[config.mk]
export PLATFORM = sky130hd
export DESIGN_NAME = ibex_cheri_scr_file_flat
export DESIGN_NICKNAME = d
export VERILOG_FILES = /design/src/rtl/ibex_defines.sv /design/src/rtl/ibex_cheri_scr_file_if.sv /design/src/rtl/ibex_cheri_scr_file.sv /design/src/flat_wrapper.sv
export SDC_FILE = /design/constraint.sdc
export NUM_CORES = 1
export LEC_CHECK = 0
export ABC_AREA = 1
export BUFFER_PORTS_ARGS = -buffer_cell sky130_fd_sc_hd__buf_2
export CORE_MARGIN = 10
export CORE_UTILIZATION = 45
export CTS_CLUSTER_DIAMETER = 80
export DETAILED_ROUTE_END_ITERATION = 12
export PLACE_DENSITY = 0.7
export REMOVE_ABC_BUFFERS = 1
export SLEW_MARGIN = 5
export SYNTH_ARGS = -nofsm -noshare
export SYNTH_HDL_FRONTEND = slang
export SYNTH_SLANG_ARGS = --single-unit
[constraint.sdc]
create_clock -name clk_i -period 1.05 [get_ports clk_i]
set_input_delay 0.0525 -clock clk_i [delete_from_list [all_inputs] [get_ports clk_i]]
set_output_delay 0.0525 -clock clk_i [all_outputs]
set_load 0.02 [all_outputs]
[src/rtl/ibex_defines.sv]
// Shared Ibex CHERI definitions: SCR operation/number encodings, CHERI exception
// causes and the MCCSR field layout.
package ibex_defines;

    typedef enum logic [1:0] {
        SCR_NONE      = 2'b00,
        SCR_READ      = 2'b01,
        SCR_WRITE     = 2'b10,
        SCR_READWRITE = 2'b11
    } scr_op_e;

    typedef enum logic [4:0] {
        SCR_PCC       = 5'h00,
        SCR_DDC       = 5'h01,
        SCR_UTCC      = 5'h04,
        SCR_UTDC      = 5'h05,
        SCR_USCRATCHC = 5'h06,
        SCR_UEPCC     = 5'h07,
        SCR_STCC      = 5'h0C,
        SCR_STDC      = 5'h0D,
        SCR_SSCRATCHC = 5'h0E,
        SCR_SEPCC     = 5'h0F,
        SCR_MTCC      = 5'h1C,
        SCR_MTDC      = 5'h1D,
        SCR_MSCRATCHC = 5'h1E,
        SCR_MEPCC     = 5'h1F
    } scr_num_e;

    typedef enum logic [4:0] {
        CHERI_EXC_NONE   = 5'h00,
        CHERI_EXC_BOUNDS = 5'h01,
        CHERI_EXC_TAG    = 5'h02,
        CHERI_EXC_SEAL   = 5'h03,
        CHERI_EXC_TYPE   = 5'h04,
        CHERI_EXC_PERM_X = 5'h11,
        CHERI_EXC_PERM_L = 5'h12,
        CHERI_EXC_PERM_S = 5'h13,
        CHERI_EXC_ASR    = 5'h18
    } c_exc_cause_e;

    // MCCSR layout; only the low half is architected, the upper half reads zero.
    localparam int unsigned MCCSR_ENABLE_BIT = 0;
    localparam int unsigned MCCSR_DIRTY_BIT  = 1;
    localparam int unsigned MCCSR_CAUSE_LSB  = 5;
    localparam int unsigned MCCSR_CAUSE_MSB  = 9;
    localparam int unsigned MCCSR_CAPIDX_LSB = 10;
    localparam int unsigned MCCSR_CAPIDX_MSB = 15;
    localparam logic [31:0] MCCSR_WR_MASK    = 32'h0000_FFFF;
    localparam logic [31:0] MCCSR_RESET      = 32'h0000_0001;

endpackage

[src/rtl/ibex_cheri_scr_file_if.sv]
// SCR access bus: one-cycle request from the pipeline, registered response
// (valid, data, fault flags) from the SCR file.
interface ibex_cheri_scr_file_if #(
    parameter int unsigned CapWidth = 64
);
    import ibex_defines::*;

    logic                scr_req_i;
    scr_op_e             scr_op_i;
    logic [4:0]          scr_addr_i;
    logic [CapWidth-1:0] scr_wdata_i;
    logic                scr_asr_i;

    logic                scr_rvalid_o;
    logic [CapWidth-1:0] scr_rdata_o;
    logic                scr_asr_exc_o;
    logic                scr_illegal_o;

    modport master (
        output scr_req_i, scr_op_i, scr_addr_i, scr_wdata_i, scr_asr_i,
        input  scr_rvalid_o, scr_rdata_o, scr_asr_exc_o, scr_illegal_o
    );

    modport slave (
        input  scr_req_i, scr_op_i, scr_addr_i, scr_wdata_i, scr_asr_i,
        output scr_rvalid_o, scr_rdata_o, scr_asr_exc_o, scr_illegal_o
    );

endinterface

[src/rtl/ibex_cheri_scr_file.sv]
// CHERI special capability register file: DDC, M-mode SCRs, optional U/S banks,
// read-only PCC view, MCCSR, and exception capture into MEPCC/MCCSR.
module ibex_cheri_scr_file
    import ibex_defines::*;
#(
    parameter int unsigned         CapWidth = 64,
    parameter bit                  ImplUScr = 1'b0,
    parameter bit                  ImplSScr = 1'b0,
    parameter logic [CapWidth-1:0] RootCap  = '1
) (
    input  logic                clk_i,
    input  logic                rst_ni,

    ibex_cheri_scr_file_if.slave scr,
    input  logic [CapWidth-1:0] pcc_i,

    input  logic                cheri_exc_i,
    input  c_exc_cause_e        cheri_exc_cause_i,
    input  logic [5:0]          cheri_exc_reg_i,

    input  logic                mccsr_we_i,
    input  logic [31:0]         mccsr_wdata_i,
    output logic [31:0]         mccsr_o,

    output logic [CapWidth-1:0] ddc_o,
    output logic [CapWidth-1:0] mtcc_o,
    output logic [CapWidth-1:0] mepcc_o
);

    logic [CapWidth-1:0] ddc_q, mtcc_q, mtdc_q, mscratchc_q, mepcc_q;
    logic [31:0]         mccsr_q;
    logic [CapWidth-1:0] u_rdata, s_rdata;

    logic                req_valid, op_read, op_write;
    logic                addr_impl, needs_asr;
    logic [CapWidth-1:0] cur_val;
    logic                illegal, asr_fault, do_write;

    logic                rvalid_q, asr_exc_q, illegal_q;
    logic [CapWidth-1:0] rdata_q;

    assign req_valid = scr.scr_req_i && (scr.scr_op_i != SCR_NONE);
    assign op_read   = (scr.scr_op_i == SCR_READ)  || (scr.scr_op_i == SCR_READWRITE);
    assign op_write  = (scr.scr_op_i == SCR_WRITE) || (scr.scr_op_i == SCR_READWRITE);

    // NOTE: every output of this block gets a default first, so no path leaves a latch.
    always_comb begin
        addr_impl = 1'b0;
        needs_asr = 1'b1;
        cur_val   = '0;
        case (scr.scr_addr_i)
            SCR_PCC:       begin addr_impl = 1'b1; needs_asr = 1'b0; cur_val = pcc_i; end
            SCR_DDC:       begin addr_impl = 1'b1; needs_asr = 1'b0; cur_val = ddc_q; end
            SCR_MTCC:      begin addr_impl = 1'b1; cur_val = mtcc_q;      end
            SCR_MTDC:      begin addr_impl = 1'b1; cur_val = mtdc_q;      end
            SCR_MSCRATCHC: begin addr_impl = 1'b1; cur_val = mscratchc_q; end
            SCR_MEPCC:     begin addr_impl = 1'b1; cur_val = mepcc_q;     end
            SCR_UTCC, SCR_UTDC, SCR_USCRATCHC, SCR_UEPCC:
                           begin addr_impl = ImplUScr; cur_val = u_rdata; end
            SCR_STCC, SCR_STDC, SCR_SSCRATCHC, SCR_SEPCC:
                           begin addr_impl = ImplSScr; cur_val = s_rdata; end
            default: ;
        endcase
    end

    // Illegal (hole, disabled bank, or write to PCC) masks any ASR fault.
    assign illegal   = !addr_impl || ((scr.scr_addr_i == SCR_PCC) && op_write);
    assign asr_fault = !illegal && needs_asr && !scr.scr_asr_i;
    assign do_write  = req_valid && op_write && !illegal && !asr_fault;

    always_ff @(posedge clk_i or negedge rst_ni) begin
        if (!rst_ni) begin
            rvalid_q  <= 1'b0;
            rdata_q   <= '0;
            asr_exc_q <= 1'b0;
            illegal_q <= 1'b0;
        end else begin
            rvalid_q  <= req_valid;
            asr_exc_q <= req_valid && asr_fault;
            illegal_q <= req_valid && illegal;
            rdata_q   <= (req_valid && op_read && !illegal && !asr_fault) ? cur_val : '0;
        end
    end

    always_ff @(posedge clk_i or negedge rst_ni) begin
        if (!rst_ni) begin
            ddc_q       <= RootCap;
            mtcc_q      <= RootCap;
            mtdc_q      <= '0;
            mscratchc_q <= '0;
            mepcc_q     <= '0;
            mccsr_q     <= MCCSR_RESET;
        end else begin
            if (do_write) begin
                case (scr.scr_addr_i)
                    SCR_DDC:       ddc_q       <= scr.scr_wdata_i;
                    SCR_MTCC:      mtcc_q      <= scr.scr_wdata_i;
                    SCR_MTDC:      mtdc_q      <= scr.scr_wdata_i;
                    SCR_MSCRATCHC: mscratchc_q <= scr.scr_wdata_i;
                    SCR_MEPCC:     mepcc_q     <= scr.scr_wdata_i;
                    default: ;
                endcase
            end
            // NOTE: the last non-blocking assignment to a register wins, so the
            // exception capture below overrides a same-cycle SCR write to MEPCC.
            if (cheri_exc_i) begin
                mepcc_q <= pcc_i;
                mccsr_q[MCCSR_CAUSE_MSB:MCCSR_CAUSE_LSB]   <= cheri_exc_cause_i;
                mccsr_q[MCCSR_CAPIDX_MSB:MCCSR_CAPIDX_LSB] <= cheri_exc_reg_i;
                mccsr_q[MCCSR_DIRTY_BIT]                   <= 1'b1;
            end else if (mccsr_we_i) begin
                mccsr_q <= (mccsr_wdata_i & MCCSR_WR_MASK) | (32'h1 << MCCSR_ENABLE_BIT);
            end
        end
    end

    // Optional banks: slot index is addr[1:0], bank selected by addr[4:2].
    if (ImplUScr) begin : g_u_scr
        logic [CapWidth-1:0] u_scr_q [4];
        // NOTE: this small array is reset like ordinary flops because every SCR must read null after reset.
        always_ff @(posedge clk_i or negedge rst_ni) begin
            if (!rst_ni) begin
                for (int i = 0; i < 4; i++) u_scr_q[i] <= '0;
            end else if (do_write && (scr.scr_addr_i[4:2] == 3'b001)) begin
                u_scr_q[scr.scr_addr_i[1:0]] <= scr.scr_wdata_i;
            end
        end
        assign u_rdata = u_scr_q[scr.scr_addr_i[1:0]];
    end else begin : g_no_u_scr
        assign u_rdata = '0;
    end

    if (ImplSScr) begin : g_s_scr
        logic [CapWidth-1:0] s_scr_q [4];
        always_ff @(posedge clk_i or negedge rst_ni) begin
            if (!rst_ni) begin
                for (int i = 0; i < 4; i++) s_scr_q[i] <= '0;
            end else if (do_write && (scr.scr_addr_i[4:2] == 3'b011)) begin
                s_scr_q[scr.scr_addr_i[1:0]] <= scr.scr_wdata_i;
            end
        end
        assign s_rdata = s_scr_q[scr.scr_addr_i[1:0]];
    end else begin : g_no_s_scr
        assign s_rdata = '0;
    end

    assign scr.scr_rvalid_o  = rvalid_q;
    assign scr.scr_rdata_o   = rdata_q;
    assign scr.scr_asr_exc_o = asr_exc_q;
    assign scr.scr_illegal_o = illegal_q;

    assign ddc_o   = ddc_q;
    assign mtcc_o  = mtcc_q;
    assign mepcc_o = mepcc_q;
    assign mccsr_o = mccsr_q;

endmodule

[src/flat_wrapper.sv]
// flat-port wrapper written by rule: the top's interface ports become plain ports
module ibex_cheri_scr_file_flat import ibex_defines::*;
#(
    parameter int unsigned         CapWidth = 64,
    parameter bit                  ImplUScr = 1'b0,
    parameter bit                  ImplSScr = 1'b0,
    parameter logic [CapWidth-1:0] RootCap  = '1
)
  (clk_i, rst_ni, pcc_i, cheri_exc_i, cheri_exc_cause_i, cheri_exc_reg_i, mccsr_we_i, mccsr_wdata_i, mccsr_o, ddc_o, mtcc_o, mepcc_o, scr_scr_req_i, scr_scr_op_i, scr_scr_addr_i, scr_scr_wdata_i, scr_scr_asr_i, scr_scr_rvalid_o, scr_scr_rdata_o, scr_scr_asr_exc_o, scr_scr_illegal_o);
  ibex_cheri_scr_file_if #(.CapWidth(CapWidth)) scr_i ();
  input  logic clk_i;
  input  logic rst_ni;
  input  logic [CapWidth-1:0] pcc_i;
  input  logic cheri_exc_i;
  input  c_exc_cause_e cheri_exc_cause_i;
  input  logic [5:0] cheri_exc_reg_i;
  input  logic mccsr_we_i;
  input  logic [31:0] mccsr_wdata_i;
  output logic [31:0] mccsr_o;
  output logic [CapWidth-1:0] ddc_o;
  output logic [CapWidth-1:0] mtcc_o;
  output logic [CapWidth-1:0] mepcc_o;
  input wire logic [$bits(scr_i.scr_req_i)-1:0] scr_scr_req_i;
  input wire logic [$bits(scr_i.scr_op_i)-1:0] scr_scr_op_i;
  input wire logic [$bits(scr_i.scr_addr_i)-1:0] scr_scr_addr_i;
  input wire logic [$bits(scr_i.scr_wdata_i)-1:0] scr_scr_wdata_i;
  input wire logic [$bits(scr_i.scr_asr_i)-1:0] scr_scr_asr_i;
  output wire logic [$bits(scr_i.scr_rvalid_o)-1:0] scr_scr_rvalid_o;
  output wire logic [$bits(scr_i.scr_rdata_o)-1:0] scr_scr_rdata_o;
  output wire logic [$bits(scr_i.scr_asr_exc_o)-1:0] scr_scr_asr_exc_o;
  output wire logic [$bits(scr_i.scr_illegal_o)-1:0] scr_scr_illegal_o;
  assign scr_i.scr_req_i = scr_scr_req_i;
  assign scr_i.scr_op_i = scr_scr_op_i;
  assign scr_i.scr_addr_i = scr_scr_addr_i;
  assign scr_i.scr_wdata_i = scr_scr_wdata_i;
  assign scr_i.scr_asr_i = scr_scr_asr_i;
  assign scr_scr_rvalid_o = scr_i.scr_rvalid_o;
  assign scr_scr_rdata_o = scr_i.scr_rdata_o;
  assign scr_scr_asr_exc_o = scr_i.scr_asr_exc_o;
  assign scr_scr_illegal_o = scr_i.scr_illegal_o;
  ibex_cheri_scr_file #(.CapWidth(CapWidth), .ImplUScr(ImplUScr), .ImplSScr(ImplSScr), .RootCap(RootCap)) u_core (.clk_i(clk_i), .rst_ni(rst_ni), .scr(scr_i), .pcc_i(pcc_i), .cheri_exc_i(cheri_exc_i), .cheri_exc_cause_i(cheri_exc_cause_i), .cheri_exc_reg_i(cheri_exc_reg_i), .mccsr_we_i(mccsr_we_i), .mccsr_wdata_i(mccsr_wdata_i), .mccsr_o(mccsr_o), .ddc_o(ddc_o), .mtcc_o(mtcc_o), .mepcc_o(mepcc_o));
endmodule
== Word-level counts from Yosys, hierarchy flattened ==
Cells that the tools add are included.

* Logic and storage cells: 62
* Output and inout bits: 291
* Register bits after elaboration: 402

* Equal/unequal tests: 8
* Reductions and logical operators: 32
* Bitwise operators: 1
* Mux-type cells: 10

{| class="wikitable"
|+ Operators with widths
! operator !! count
|-
| 64-bit case mux with 6 select lines || 1
|-
| 64-bit 2-to-1 mux || 4
|-
| 5-bit equality test (second input constant) || 4
|-
| 16-bit 2-to-1 mux || 1
|-
| 1-bit logical AND || 12
|-
| 2-bit AND reduction || 6
|-
| 11-bit 2-to-1 mux || 1
|-
| 2-bit nonzero test || 4
|-
| 6-bit OR reduction || 1
|-
| 5-bit by 1-bit equality test with 1-bit output (second input constant) || 1
|-
| 5-bit zero test || 1
|-
| 2-bit equality test (second input constant) || 2
|-
| 1-bit zero test || 4
|-
| 1-bit logical OR || 3
|-
| 1-bit 2-to-1 mux || 3
|-
| 2-bit by 1-bit equality test with 1-bit output (second input constant) || 1
|-
| 2-bit OR reduction || 1
|-
| 1-bit NOT || 1
|}

== Logic depth before layout (Yosys ltp) ==
Gate-level depths: netlist (run 1).

* Depth after elaboration: 12
* Mapped depth: 10
* Mapped depth without buffers: 9

== Worst setup path after synthesis (run 1) ==
OpenSTA, ideal clock, no wires.

* Path kind: input-to-reg
* Start point: input port scr_scr_addr_i[3]
* End point: register u_core.mscratchc_q[53]
* Data required time: 924 ps
* Arrival time: 1118 ps
* Stages: 8
* Setup time: 126 ps
* Setup slack: -194 ps
* Cells stage by stage: nor2_1 -> nand3_1 -> nand2_1 -> nand4_2 -> nor2_1 -> buf_2 -> buf_2 -> o21ai_0

* Longest elaborated chain between the ends: 11
* Elaborated cells on any way between the ends: 20

{| class="wikitable"
|+ RTL lines
! element !! RTL line !! text
|-
| start: declaration || flat_wrapper.sv:25 || <nowiki>input wire logic [$bits(scr_i.scr_addr_i)-1:0] scr_scr_addr_i;</nowiki>
|-
| 5-bit by 1-bit equality test with 1-bit output (tied with other cells) || ibex_cheri_scr_file.sv:51 || <nowiki>case (scr.scr_addr_i)</nowiki>
|-
| 6-bit OR reduction (no line) || -- ||
|-
| 1-bit 2-to-1 mux || ibex_cheri_scr_file.sv:51 ||
|-
| 1-bit zero test || ibex_cheri_scr_file.sv:67 || <nowiki>assign illegal = !addr_impl || ((scr.scr_addr_i == SCR_PCC) && op_write);</nowiki>
|-
| 1-bit logical OR || ibex_cheri_scr_file.sv:67 ||
|-
| 1-bit zero test || ibex_cheri_scr_file.sv:68, ibex_cheri_scr_file.sv:69 ||
|-
| 1-bit logical AND (2 in a row) || ibex_cheri_scr_file.sv:68 || <nowiki>assign asr_fault = !illegal && needs_asr && !scr.scr_asr_i;</nowiki>
|-
| 1-bit zero test || ibex_cheri_scr_file.sv:69 || <nowiki>assign do_write = req_valid && op_write && !illegal && !asr_fault;</nowiki>
|-
| 1-bit logical AND || ibex_cheri_scr_file.sv:69 ||
|-
| 2-bit AND reduction (no line) (*) || -- ||
|-
| end signal: assignment || ibex_cheri_scr_file.sv:99 || <nowiki>SCR_MSCRATCHC: mscratchc_q <= scr.scr_wdata_i;</nowiki>
|-
| end: declaration || ibex_cheri_scr_file.sv:30 || <nowiki>logic [CapWidth-1:0] ddc_q, mtcc_q, mtdc_q, mscratchc_q, mepcc_q;</nowiki>
|}

Mark *: on every way between the ends. The rest lies on a longest branch, timed or not.
A chain may end at the register's enable or synchronous reset.

== Final worst setup path (run 1) ==
* Start point: register u_core.ddc_q[43], in the netlist u_core.ddc_o[43]
* End point: output port ddc_o[43]

{| class="wikitable"
|+ RTL lines
! element !! RTL line !! text
|-
| start: declaration || ibex_cheri_scr_file.sv:30 ||
|-
| start signal: assignment || ibex_cheri_scr_file.sv:87 || <nowiki>ddc_q <= RootCap;</nowiki>
|-
| start signal: assignment || ibex_cheri_scr_file.sv:96 || <nowiki>SCR_DDC: ddc_q <= scr.scr_wdata_i;</nowiki>
|-
| end: declaration || flat_wrapper.sv:20 || <nowiki>output logic [CapWidth-1:0] ddc_o;</nowiki>
|}

No word-level cell between the ends.

==> results of run 1 <==
[sequential cells by signal (all words and copies together), names as in the netlist, 15 cells and up]
name,flops
u_core.mscratchc_q,64
u_core.ddc_o,64
u_core.mtcc_o,64
u_core.mccsr_o,15
u_core.mtdc_q,64
u_core.mepcc_o,64
u_core.scr.scr_rdata_o,64
[through the flow]
step	std cells	utilization	cell area, µm²
6_report	3565	0.7260	29510
5_1_grt	3565	0.7260	29510
4_1_cts	3494	0.6805	27660
3_5_place_dp	3169	0.5427	22060
3_3_place_gp	3169	0.5427	22060
2_1_floorplan	2087	-	17660
[power by group]
part | total (mW) | switching (mW) | internal [mW]
Sequential | 17.2 | 0.641 | 16.5
Combinational | 6.99 | 3.83 | 3.16
Clock | 15.7 | 6.59 | 9.12
[kinds of logic after synthesis]
logic type	Yosys count
other cells	2
flops	402
compound gates	587
buf+inv	531
simple gates	712
[layer usage]
metal  vias up  wire, µm  global-route usage
li1       8639         -                   -
met1     10000     31060              0.3573
met2      1588     40910              0.4857
met3       420      9134             0.07076
met4         0      5334              0.1552
met5         -         0                   0
[worst min path at each step]
stage	slack, ps	to	startpoint
global route	10	u_core.mccsr_o[1]	cheri_exc_i
finish	-1	u_core.mccsr_o[1]	cheri_exc_i
detailed placement	-120	u_core.scr.scr_rdata_o[50]	rst_ni
global placement	-120	u_core.scr.scr_rdata_o[42]	rst_ni
CTS	10	u_core.mepcc_o[43]	cheri_exc_i
floorplan	-240	u_core.mccsr_o[10]	rst_ni
[cells in the mapped netlist, drive strengths merged]
master  number
inv        369
buf        117
o21ai      358
o22ai      128
nand4        2
clkbuf      45
nand2      469
a21oi       94
nor2       103
dfrtp      274
conb         2
dfstp      128
a22oi        7
nand3      138
[repair_timing]
action / CTS / global route
buffers inserted: 74 / 53
endpoints found under the setup margin: 300 / 665
hold buffers: 172 / 8
gates resized for setup: 575 / 325
endpoints found under the hold margin: 804 / 8
pin swaps: 26 / 160
cloned: 4 / 21
[critical path, cell delays in order, from the launching register on]
cell	delay, ps
dfstp_2	550
buf_6	120
buf_6	110
[layout make-up]
type / count / area, µm² / area share
Multi-Input combinational cell: 1316 / 7018 / 0.2378
Tap cell: 532 / 665.6 / 0.02256
Timing Repair Buffer: 860 / 8752 / 0.2966
Inverter: 369 / 1408 / 0.04770
Clock inverter: 8 / 101.3 / 0.003434
Sequential cell: 402 / 10220 / 0.3464
Clock buffer: 72 / 1328 / 0.04498
Antenna cell: 6 / 15.01 / 0.0005088
==> impl_metrics.env, run 1 <==
export IMPL_worstPathArrival_ps=1380
export IMPL_grt_overflow_total=0
export IMPL_final_nets=3177
export IMPL_ys_ff_latch=402
export IMPL_fp_dieArea_um2=49480
export IMPL_failed_checks="hold timing, setup timing"
export IMPL_timing_final_crit_share=1.362
export IMPL_reg2reg_to="u_core.scr.scr_rdata_o[58]"
export IMPL_clock_path_buffers=3
export IMPL_r2r_start="u_core.mtcc_o[58]"
export IMPL_max_freq_mhz=699.2
export IMPL_drive_above_1_share=0.3723
export IMPL_yosysUniqueCellTypes=22
export IMPL_grt_first_pass_wirelength_um=117700
export IMPL_seq_area_frac_synth=0.5542
export IMPL_finalSetupViolations=318
export IMPL_numCtsBuffers=44
export IMPL_path_class="reg2out"
export IMPL_slew_headroom=0.6529
export IMPL_drc=0
export IMPL_cts_tree="yes"
export IMPL_synth_top_family_by_area="compound AO/OA/AOI/OAI gates"
export IMPL_synth_simple_area_share=0.1560
export IMPL_layout_commonest_cell="nand2_1"
export IMPL_cts_root_buf="clkbuf_16"
export IMPL_worst_pin_slew_ps=518.8
export IMPL_vias=20650
export IMPL_htree_levels=2
export IMPL_reg2reg_depth=5
export IMPL_rrSetupSlack_ps=-130
export IMPL_routabilityCongestion=0.9040
export IMPL_place_hpwl_um=44270
export IMPL_layout_common_cells="nand2_1, buf_6, inv_1, o21ai_0, dfrtp_1"
export IMPL_std_cell_rows=74
export IMPL_yosysTopAreaCell="dfrtp_1"
export IMPL_synthCells=2234
export IMPL_synth_avg_cell_area_um2=8.254
export IMPL_vias_per_cell=5.792
export IMPL_initial_core_util=0.4537
export IMPL_gr_usage_all_layers=0.2966
export IMPL_antenna_found_initial=6
export IMPL_finClkSkew_ps=24.14
export IMPL_critPathCaptureType="output port"
export IMPL_power_leakage_nw=14.74
export IMPL_crit_fanout=2
export IMPL_core_area_um2=40650
export IMPL_hp_class="in2reg"
export IMPL_clock_latency_ps=580
export IMPL_ir_drop_uv=1290
export IMPL_power_total_mw=39.89
export IMPL_fin_crit_ps=1430
export IMPL_synthXorXnorAreaFrac=0
export IMPL_pre_cts_ws_ps=-599.3
export IMPL_routed_wl_um=86440
export IMPL_setup_ws_ps=-380.1
export IMPL_drv_cap=0
export IMPL_ant_nets=0
export IMPL_yosysWarnings=0
export IMPL_die_y_um=222.4
export IMPL_grt_pass1_vias=20570
export IMPL_numClockSinks=402
export IMPL_synthTopCellsByArea="dfrtp_1, dfstp_2, nand2_1, o21ai_0, inv_1"
export IMPL_finalHoldViolCount=1
export IMPL_whs_path_depth=4
export IMPL_die_x_um=222.4
export IMPL_io_pins=475
export IMPL_status="finished with violations"
export IMPL_synth_top_area_frac=0.3718
export IMPL_synthAdderAreaFrac=0
export IMPL_muxShareOfSynthArea=0
export IMPL_synth_compound_area_frac=0.1690
export IMPL_fillers=2586
export IMPL_critPathLaunch="u_core.ddc_o[43]"
export IMPL_flow_area_growth_from_synthesis_pct=60.04
export IMPL_cts_clk_slew_worst_paths_ps=60
export IMPL_drt_pass1_iter_count=6
export IMPL_worstPathRequired_ps=1000
export IMPL_drt_initial_drc_count=2403
export IMPL_power_density_nw_per_um2=1352
export IMPL_hold_slack_ps=-1.013
export IMPL_grt_max_degree=67
export IMPL_io_buffers=440
export IMPL_routedWlPerCell_um=24.25
export IMPL_crit_path_end="ddc_o[43]"
export IMPL_rsz0062_at_grt="true"
export IMPL_worstSetupStartpointType="flip-flop"
export IMPL_setup_tns_ps=-51090
export IMPL_syn_area_um2=18440
export IMPL_report_final_slew_viol_count=0
(Power assumes the default switching activity.)
==> run 2, diff against run 1 <==
--- a/config.mk
+++ b/config.mk
@@ -7,5 +7,5 @@
 export LEC_CHECK = 0
 export ABC_AREA = 1
-export BUFFER_PORTS_ARGS = -buffer_cell sky130_fd_sc_hd__buf_2
+export BUFFER_PORTS_ARGS = -buffer_cell sky130_fd_sc_hd__buf_4
 export CORE_MARGIN = 10
 export CORE_UTILIZATION = 45
==> constraint.sdc (replaced) <==
create_clock -name clk_i -period 1.7 [get_ports clk_i]
set_input_delay 0.425 -clock clk_i [delete_from_list [all_inputs] [get_ports clk_i]]
set_output_delay 0.425 -clock clk_i [all_outputs]
set_load 0.02 [all_outputs]
==> run 2 against run 1 <==
  * The flow now finishes without violations
  * Critical endpoint is now mtcc_o[1]
  * Die area stayed put
  * Final cell count is 8.8% lower
  * Combinational power is 55% lower
  * Setup slack improved by 390 ps
  * Clock skew down 13 ps
  * Critical path type unchanged
  * Core utilization down 11 points
  * Sequential power is 38% lower
  * Cell area down 15%
==> impl_metrics.env, run 2 (synthesis gave the netlist of run 1 again) <==
export IMPL_min_from="mccsr_wdata_i[2]"
export IMPL_worstSetupStartpointType="flip-flop"
export IMPL_clock_path_buffers=3
export IMPL_layout_commonest_cell="nand2_1"
export IMPL_fillers=3384
export IMPL_power_density_nw_per_um2=953.0
export IMPL_grt_pass1_vias=17940
export IMPL_cts_root_buf="clkbuf_16"
export IMPL_path_delay_family="flip-flops"
export IMPL_grt_first_pass_wirelength_um=102000
export IMPL_timing_final_crit_share=0.9963
export IMPL_io_pins=475
export IMPL_finClkSkew_ps=11.28
export IMPL_status="complete, no violations"
export IMPL_vias=17430
export IMPL_max_freq_mhz=590.4
export IMPL_clock_latency_ps=570
export IMPL_seq_area_um2=10220
export IMPL_die_x_um=222.4
export IMPL_die_y_um=222.4
export IMPL_htree_levels=2
export IMPL_worstPathRequired_ps=1270
export IMPL_drt_pass1_iter_count=5
export IMPL_finalHoldViolCount=0
export IMPL_routabilityCongestion=0.8623
export IMPL_multi_input_area_um2=6168
export IMPL_grt_max_degree=79
export IMPL_antenna_found_initial=4
export IMPL_cp_cell_sequence="buf_6"
export IMPL_pwr_share_comb=0.133
export IMPL_setup_ws_ps=6.224
export IMPL_switchingPower_mw=6.213
export IMPL_gr_usage_all_layers=0.2563
export IMPL_drv_cap=0
export IMPL_r2r_start="u_core.ddc_o[51]"
export IMPL_cp_slowest_cell="dfstp_2"
export IMPL_slowest_delay_ps=570
export IMPL_vias_per_cell=5.360
export IMPL_drt_initial_drc_count=1517
export IMPL_internal_power_mw=17.62
export IMPL_report_final_slew_viol_count=0
export IMPL_crit_fanout=2
export IMPL_crit_buf_inv=1
export IMPL_routedWlPerCell_um=20.05
export IMPL_ant_nets=0
export IMPL_power_leakage_nw=12.91
export IMPL_hp_class="in2reg"
export IMPL_hold_slack_ps=49.89
export IMPL_critPathCaptureType="output port"
export IMPL_rsz0062_at_grt="true"
export IMPL_worstPathArrival_ps=1270
export IMPL_core_area_um2=40650
export IMPL_finalSetupViolations=0
export IMPL_power_share_sequential=0.443
export IMPL_cts_tree="yes"
export IMPL_pre_cts_ws_ps=-339.4
export IMPL_power_share_clock=0.424
export IMPL_fp_dieArea_um2=49480
export IMPL_grt_overflow_total=0
export IMPL_final_area_um2=25010
export IMPL_final_nets=2865
export IMPL_numCtsBuffers=46
export IMPL_critPathLaunch="u_core.mtcc_o[1]"
export IMPL_placed_cell_area_um2=23040
export IMPL_drive_above_1_share=0.2801
export IMPL_cts_clk_slew_worst_paths_ps=60
export IMPL_fin_crit_ps=1694
export IMPL_utilization=0.6152
export IMPL_layout_common_cells="nand2_1, buf_4, inv_1, o21ai_0, dfrtp_1"
export IMPL_place_hpwl_um=44880
export IMPL_p_sw_frac=0.2607
export IMPL_routed_wl_um=65200
export IMPL_std_cell_rows=74
export IMPL_flow_area_growth_from_synthesis_pct=35.61
export IMPL_ir_drop_uv=743.2
export IMPL_drc=0
export IMPL_io_buffers=440
export IMPL_numClockSinks=402
export IMPL_path_class="reg2out"
export IMPL_initial_core_util=0.4537
export IMPL_rrSetupSlack_ps=540
## run 2: repair_timing
action	CTS	global route
buffers inserted	4	1
endpoints found under the setup margin	70	77
endpoints found under the hold margin	16	0
resized for setup	70	31
hold buffers	1	0
pin swaps	0	0
## run 2: layout make-up
cell class,count,share of cell area
multi-input combinational,1316,0.2467
inverter,369,0.05559
clock inverter,15,0.008406
sequential,402,0.4087
antenna,3,0.0003002
tap,532,0.02662
clock buffer,69,0.05274
timing repair buffer,546,0.2010
## run 2: metal layers
| metal | vias up | GRT usage | wire length (µm) |
|---|---|---|---|
| met4 | 2 | 0.09241 | 2143 |
| li1 | 7994 | - | - |
| met1 | 8444 | 0.3208 | 26290 |
| met2 | 858 | 0.4221 | 30870 |
| met3 | 132 | 0.06394 | 5882 |
| met5 | - | 0 | 13 |
## run 2: worst reg2reg max path: stages, from the launching register on
cell and delay (ps):
dfstp_2 550, buf_4 110, inv_1 50, o22ai_1 160, nor2_1 90, a21oi_1 130
## run 2: power groups by stage
stage          logic (mW)  registers, mW  clock network, mW
2_1_floorplan       0.883           11.1                  0
3_3_place_gp         3.01           10.7                  0
3_5_place_dp         3.08           10.7                  0
4_1_cts              3.16           10.5               10.3
5_1_grt              3.45           10.6               10.7
6_report             3.16           10.6               10.1
## run 2: path summary, 6_finish.rpt
check                                             end  depth (start not counted)
max                                         mtcc_o[1]                          1
min                                 u_core.mccsr_o[2]                          3
max reg2reg                u_core.scr.scr_rdata_o[51]                          5
min reg2reg                         u_core.mccsr_o[3]                          2
max in group asynchronous            u_core.ddc_o[33]                          3
min in group asynchronous  u_core.scr.scr_rdata_o[12]                          2
## run 2: stage by stage
| step | instances | power, mW | setup TNS [ps] |
|---|---|---|---|
| floorplan | 2087 | 11.94 | -1244470 |
| global placement | 3159 | 13.68 | -93010 |
| detailed placement | 3159 | 13.75 | -90840 |
| CTS | 3248 | 24.00 | -270.4 |
| global route | 3251 | 24.75 | -502.9 |
| finish | 3252 | 23.83 | 0 |
